### src/rtl/if_fetch_unit_pkg.sv
// Purpose : shared definitions for the instruction-fetch front end.
//           Holds the fetch FSM encoding, the NOP instruction word and the
//           default sequential PC increment.
// Ports   : none (package).
package if_fetch_unit_pkg;

    typedef logic [1:0] fetch_state_t;

    // Fetch FSM encoding
    localparam logic [1:0] ST_REQ   = 2'd0;  // request outstanding
    localparam logic [1:0] ST_HOLD  = 2'd1;  // data captured, pipe stalled
    localparam logic [1:0] ST_FLUSH = 2'd2;  // outstanding request is stale

    localparam logic [31:0] NOP_INSTR       = 32'h0000_0000;
    localparam int unsigned DEFAULT_PC_STEP = 32'd4;

endpackage

### src/rtl/if_fetch_unit_if.sv
// Purpose : instruction-memory request/response bus between the fetch unit
//           (master) and the instruction SRAM/cache (slave).
// Signals : imem_req   - request, held high until imem_ready
//           imem_addr  - request address, stable while imem_req=1
//           imem_rdata - instruction word, valid when imem_ready=1
//           imem_ready - one-cycle completion strobe
interface if_fetch_unit_if #(
    parameter int ADDR_W  = 32,
    parameter int INSTR_W = 32
) ();

    logic               imem_req;
    logic [ADDR_W-1:0]  imem_addr;
    logic [INSTR_W-1:0] imem_rdata;
    logic               imem_ready;

    modport master (
        output imem_req,
        output imem_addr,
        input  imem_rdata,
        input  imem_ready
    );

    modport slave (
        input  imem_req,
        input  imem_addr,
        output imem_rdata,
        output imem_ready
    );

endinterface

### src/rtl/if_fetch_unit.sv
// Purpose : instruction-fetch stage. Owns the PC, issues requests to a
//           multi-cycle instruction memory and presents {PC+step,
//           Instruction, valid} to the IF/ID register. Honours pipeline
//           stall and branch redirect; raises fetch_stall while waiting.
// Ports   : clk, rst            - clock, synchronous active-high reset
//           stall               - hold fetch output, do not advance
//           branch_taken/_addr  - one-cycle redirect and its target
//           mem (master)        - instruction memory bus
//           PC, Instruction     - registered IF/ID payload
//           valid               - payload holds a real instruction
//           fetch_stall         - memory busy, no data this cycle
module if_fetch_unit
    import if_fetch_unit_pkg::*;
#(
    parameter int              ADDR_W   = 32,
    parameter int              INSTR_W  = 32,
    parameter logic [ADDR_W-1:0] RESET_PC = '0,
    parameter int unsigned     PC_STEP  = DEFAULT_PC_STEP
) (
    input  logic               clk,
    input  logic               rst,
    input  logic               stall,
    input  logic               branch_taken,
    input  logic [ADDR_W-1:0]  branch_addr,
    if_fetch_unit_if.master    mem,
    output logic [ADDR_W-1:0]  PC,
    output logic [INSTR_W-1:0] Instruction,
    output logic               valid,
    output logic               fetch_stall
);

    fetch_state_t      state_r;
    logic [ADDR_W-1:0] pc_r;
    logic [ADDR_W-1:0] flush_addr_r;  // address of the request being flushed
    logic [ADDR_W-1:0] pc_inc_s;
    logic [ADDR_W-1:0] addr_s;
    logic              req_s;

    // Wraps modulo 2^ADDR_W by construction.
    assign pc_inc_s = pc_r + ADDR_W'(PC_STEP);

    // Request decode; reset suppresses the request in the cycle it is applied
    // so the memory sees a cancel.
    always_comb begin
        req_s = 1'b0;
        if (rst) begin
            req_s = 1'b0;
        end else begin
            case (state_r)
                ST_REQ:   req_s = 1'b1;
                ST_FLUSH: req_s = 1'b1;
                ST_HOLD:  req_s = 1'b0;
                default:  req_s = 1'b0;
            endcase
        end
    end

    // A flushed request cannot be aborted, so its address is held even
    // though pc_r already points at the redirect target.
    always_comb begin
        addr_s = pc_r;
        if (state_r == ST_FLUSH) begin
            addr_s = flush_addr_r;
        end else begin
            addr_s = pc_r;
        end
    end

    assign mem.imem_req  = req_s;
    assign mem.imem_addr = addr_s;
    assign fetch_stall   = req_s & ~mem.imem_ready;

    // PC, FSM and IF/ID output register.
    always_ff @(posedge clk) begin
        if (rst) begin
            state_r      <= ST_REQ;
            pc_r         <= RESET_PC;
            flush_addr_r <= RESET_PC;
            PC           <= {ADDR_W{1'b0}};
            Instruction  <= INSTR_W'(NOP_INSTR);
            valid        <= 1'b0;
        end else if (branch_taken) begin
            // Redirect wins over stall and all state logic; any data
            // arriving this cycle belongs to the wrong path.
            pc_r        <= branch_addr;
            PC          <= {ADDR_W{1'b0}};
            Instruction <= INSTR_W'(NOP_INSTR);
            valid       <= 1'b0;
            if (req_s && !mem.imem_ready) begin
                state_r <= ST_FLUSH;
                // A second redirect while flushing keeps the original
                // in-flight address.
                if (state_r != ST_FLUSH) begin
                    flush_addr_r <= pc_r;
                end else begin
                    flush_addr_r <= flush_addr_r;
                end
            end else begin
                state_r <= ST_REQ;
            end
        end else begin
            case (state_r)
                ST_REQ: begin
                    if (mem.imem_ready) begin
                        Instruction <= mem.imem_rdata;
                        PC          <= pc_inc_s;
                        valid       <= 1'b1;
                        pc_r        <= pc_inc_s;
                        state_r     <= stall ? ST_HOLD : ST_REQ;
                    end else if (!stall) begin
                        // bubble while waiting; a stalled pipe keeps its view
                        valid       <= 1'b0;
                        Instruction <= INSTR_W'(NOP_INSTR);
                    end else begin
                        valid <= valid;
                    end
                end
                ST_HOLD: begin
                    state_r <= stall ? ST_HOLD : ST_REQ;
                end
                ST_FLUSH: begin
                    if (mem.imem_ready) begin
                        valid       <= 1'b0;
                        Instruction <= INSTR_W'(NOP_INSTR);
                        state_r     <= ST_REQ;
                    end else begin
                        state_r <= ST_FLUSH;
                    end
                end
                default: begin
                    state_r     <= ST_REQ;
                    valid       <= 1'b0;
                    Instruction <= INSTR_W'(NOP_INSTR);
                end
            endcase
        end
    end

endmodule

### src/flat_wrapper.sv
// flat-port wrapper written by rule: the top's interface ports become plain ports
module if_fetch_unit_flat import if_fetch_unit_pkg::*;
#(
    parameter int              ADDR_W   = 32,
    parameter int              INSTR_W  = 32,
    parameter logic [ADDR_W-1:0] RESET_PC = '0,
    parameter int unsigned     PC_STEP  = DEFAULT_PC_STEP
)
  (clk, rst, stall, branch_taken, branch_addr, PC, Instruction, valid, fetch_stall, mem_imem_req, mem_imem_addr, mem_imem_rdata, mem_imem_ready);
  if_fetch_unit_if #(.ADDR_W(ADDR_W), .INSTR_W(INSTR_W)) mem_i ();
  input  logic clk;
  input  logic rst;
  input  logic stall;
  input  logic branch_taken;
  input  logic [ADDR_W-1:0] branch_addr;
  output logic [ADDR_W-1:0] PC;
  output logic [INSTR_W-1:0] Instruction;
  output logic valid;
  output logic fetch_stall;
  output wire logic [$bits(mem_i.imem_req)-1:0] mem_imem_req;
  output wire logic [$bits(mem_i.imem_addr)-1:0] mem_imem_addr;
  input wire logic [$bits(mem_i.imem_rdata)-1:0] mem_imem_rdata;
  input wire logic [$bits(mem_i.imem_ready)-1:0] mem_imem_ready;
  assign mem_imem_req = mem_i.imem_req;
  assign mem_imem_addr = mem_i.imem_addr;
  assign mem_i.imem_rdata = mem_imem_rdata;
  assign mem_i.imem_ready = mem_imem_ready;
  if_fetch_unit #(.ADDR_W(ADDR_W), .INSTR_W(INSTR_W), .RESET_PC(RESET_PC), .PC_STEP(PC_STEP)) u_core (.clk(clk), .rst(rst), .stall(stall), .branch_taken(branch_taken), .branch_addr(branch_addr), .mem(mem_i), .PC(PC), .Instruction(Instruction), .valid(valid), .fetch_stall(fetch_stall));
endmodule
### config.mk
export PLATFORM = sky130hd
export DESIGN_NAME = if_fetch_unit_flat
export DESIGN_NICKNAME = d
export VERILOG_FILES = /design/src/rtl/if_fetch_unit_pkg.sv /design/src/rtl/if_fetch_unit_if.sv /design/src/rtl/if_fetch_unit.sv /design/src/flat_wrapper.sv
export SDC_FILE = /design/constraint.sdc
export NUM_CORES = 1
export LEC_CHECK = 0
export ABC_AREA = 1
export ABC_CLOCK_PERIOD_IN_PS = 2500
export BUFFER_PORTS_ARGS = -buffer_cell sky130_fd_sc_hd__buf_2
export CORE_MARGIN = 4
export CORE_UTILIZATION = 38
export CTS_CLUSTER_DIAMETER = 200
export DETAILED_ROUTE_END_ITERATION = 12
export GPL_TIMING_DRIVEN = 0
export SYNTH_ARGS = -nofsm -noshare
export SYNTH_HDL_FRONTEND = slang
export SYNTH_SLANG_ARGS = --single-unit
### constraint.sdc
create_clock -name clk -period 2.5 [get_ports clk]
set_input_delay 0.5 -clock clk [delete_from_list [all_inputs] [get_ports clk]]
set_output_delay 0.5 -clock clk [all_outputs]
set_load 0.05 [all_outputs]
==> reports/summary.txt <==
Crit path largest cell delay - 0.42 ns
Tot GR Track Use - 0.221
Worst skew pair latency - 0.43 ns
Vias per cell - 4.91
Initial DRC Count - 359
Total negative slack - 0 ns
Initial antenna violation count - 1
Commonest cells after routing, fill and taps aside - 275 x nand2_1, 166 x buf_2, 130 x dfxtp_1
Final ANT Viol Nets - 0
Die width - 130 um
R2R setup slack - 0.78 ns
Worst path slowest cell - dfxtp_1
Final min period - 2.40 ns
Die Span Y - 130 um
Post-Route WL - 18100 um
Gr busiest metal - met2
Crit-path max FO - 10
Maximum vdd drop - 0.000519 V
Top-area cell type share of the netlist area - 0.464
GRT met2 Usage - 0.356
Part of the cycle the worst path needs - 0.959
Clock transition at path regs - 0.06 ns
Worst hold path type - in2reg
Cell variety after synth - 29
Fmax - 417 MHz
Post-place setup slack - 0.312 ns
Final Non-Filler Cells - 1186
Setup ws final - 0.102 ns
Cells after synthesis - 804
Crit. End Element - output port
CP cell instances - nor2_1 -> buf_4 -> clkbuf_4 -> o21ai_0 -> buf_2
H-Tree Depth - 4
Initial core utilization - 0.389
Drt wl/cell - 15.2 um
Nets - 1059
RSZ-0062 raised after global routing - no
Register area - 2620 um^2
Share of cells above drive strength 1 - 0.251
Hold EP - u_core.Instruction[29]$_SDFFE_PP0P_
Max Cap Viol - 0
Final Hold Vio Count - 0
Rows - 44
DRC violation count after routing - 0
Dpl cells - 1154
WP data arrival - 1.90 ns
Total grt overflow - 0
Reg2reg end - u_core.pc_r[24]$_SDFFE_PP0P_
Vias in the first global route - 5556
Avg Synthesized Cell Area - 7.03 um^2
PortBufs - 166
Critical path launch point type - register
Slew @ Worst Pin - 0.571 ns
Hold path cells - 3
Ports - 168
Reg2Reg Launch Point - u_core.pc_r[2]$_SDFFE_PP0P_
Skew final - 0.00790 ns
#FFs+latches synth - 131
Data required time of the critical path - 2.00 ns
Sequential share of the synthesized area - 0.464
Diode count - 0
Deepest clock path buffer count - 2
Setup violations, final - 0
Pre-antenna DRT Iters - 5
Largest net degree at the start of global routing - 17
Power density over cell area - 738 nW/um^2
Clk sinks - 131
Multi-input logic area - 2620 um^2
Max-slew violations - 0
Mapped Area - 5650 um^2
Synth-to-layout area growth - 29.9%
Min-delay src - mem_imem_rdata[29]
Fillers - 1533
Num CTS Buffers - 17
Core area - 14500 um^2
Syn Nets - 874
Status - completed
Biggest area consumer among synthesized cells - dfxtp_1
First-pass GRT wire length - 28800 um
Syn. warnings - 0
CP top delay family - buffers and inverters
Gpl congestion - 0.955
Critical path type - reg2out
Met3 usage - 0.0679
Relative slew slack - 0.619
Dpl hpwl - 13500 um
Die ar. - 16900 um^2
CTS root buf - clkbuf_16
Ranking of synthesized cells by area - dfxtp_1 46%, nand2_1 18%, o21ai_0 5.9%
R2R cell count - 8
Most common cell after layout, fill and taps aside - nand2_1
Vias - 5829
Static Leak - 3.52 nW
Critical path buffers and inverters - 3
Met1 GRT Util - 0.279
Clock tree from TritonCTS - done
per-layer routing:
metal / vias up / share of wire
met2: 169 / 0.46
met5: - / 0.00039
met4: 2 / 0.020
li1: 3002 / -
met1: 2629 / 0.45
met3: 27 / 0.069
power breakdown:
part	internal (mW)	switching [mW]	leakage [nW]	total (mW)
Combinational	0.211	0.530	2.17	0.741
Sequential	2.17	0.0587	1.07	2.23
Clock	1.43	1.01	0.277	2.45
flip-flops by register name (all words and copies together) (netlist names):
signal / flops
u_core.Instruction: 32
u_core.PC: 32
u_core.flush_addr_r: 32
u_core.pc_r: 32
u_core.state_r: 2
u_core.valid: 1
metrics by stage:
| stage | area, um^2 | util | power, mW | hold slack, ns |
|---|---|---|---|---|
| floorplan | 5650 | - | 2.78 | 0.459 |
| global placement | 6720 | 0.462 | 3.01 | 0.435 |
| detailed placement | 6720 | 0.462 | 3.01 | 0.435 |
| CTS | 7310 | 0.503 | 5.43 | 0.305 |
| global route | 7350 | 0.506 | 5.61 | 0.316 |
| finish | 7350 | 0.506 | 5.42 | 0.319 |
layout make-up:
class	count	share of cell area
Inverter	49	0.0250
Sequential cell	131	0.357
Clock inverter	13	0.0169
Clock buffer	19	0.0616
Buffer	42	0.0324
Multi-Input combinational cell	582	0.357
Tap cell	184	0.0313
Timing Repair Buffer	166	0.119
synth_stat cells, drive strengths merged:
| master | count |
|---|---|
| nor4 | 1 |
| inv | 49 |
| a31oi | 1 |
| ha | 1 |
| o21ai | 110 |
| nor2 | 75 |
| o21a | 1 |
| o211ai | 1 |
| buf | 27 |
| nand3 | 43 |
| clkbuf | 15 |
| a21oi | 38 |
| a22oi | 30 |
| dfxtp | 131 |
| or2 | 1 |
| and2 | 1 |
| nand2 | 277 |
| nand3b | 1 |
| nor3 | 1 |
how the worst max path moves through the flow:
stage                                              start                 to  slack, ns  cells past startpoint
after floorplan           u_core.state_r[0]$_SDFFE_PP0P_  mem_imem_addr[10]       0.12                      4
after global placement    u_core.state_r[1]$_SDFFE_PP0P_  mem_imem_addr[12]       0.31                      6
after detailed placement  u_core.state_r[1]$_SDFFE_PP0P_  mem_imem_addr[12]       0.31                      6
after CTS                 u_core.state_r[1]$_SDFFE_PP0P_  mem_imem_addr[23]       0.03                      7
after global routing      u_core.state_r[0]$_SDFFE_PP0P_  mem_imem_addr[31]       0.02                      5
final                     u_core.state_r[0]$_SDFFE_PP0P_  mem_imem_addr[31]       0.10                      5
what timing repair did:
action / 4_1_cts / 5_1_grt
buffers inserted: 0 / 0
endpoints found under the setup margin: 30 / 25
gates resized for setup: 9 / 20
hold buffers: 0 / 0
tightest hold or removal path: cells and delay by family:
kind                   cells  cell delay (ns)
AND/OR/NAND/NOR            1             0.07
buffers and inverters      1             0.07
AO/OA/AOI/OAI              1             0.06
kinds of logic after synthesis:
logic type / Yosys count / share of synthesized area
simple gates: 400 / 0.287
compound gates: 181 / 0.175
flops: 131 / 0.464
buf+inv: 91 / 0.0721
fa+ha+maj: 1 / 0.00221
(Power assumes the default switching activity.)
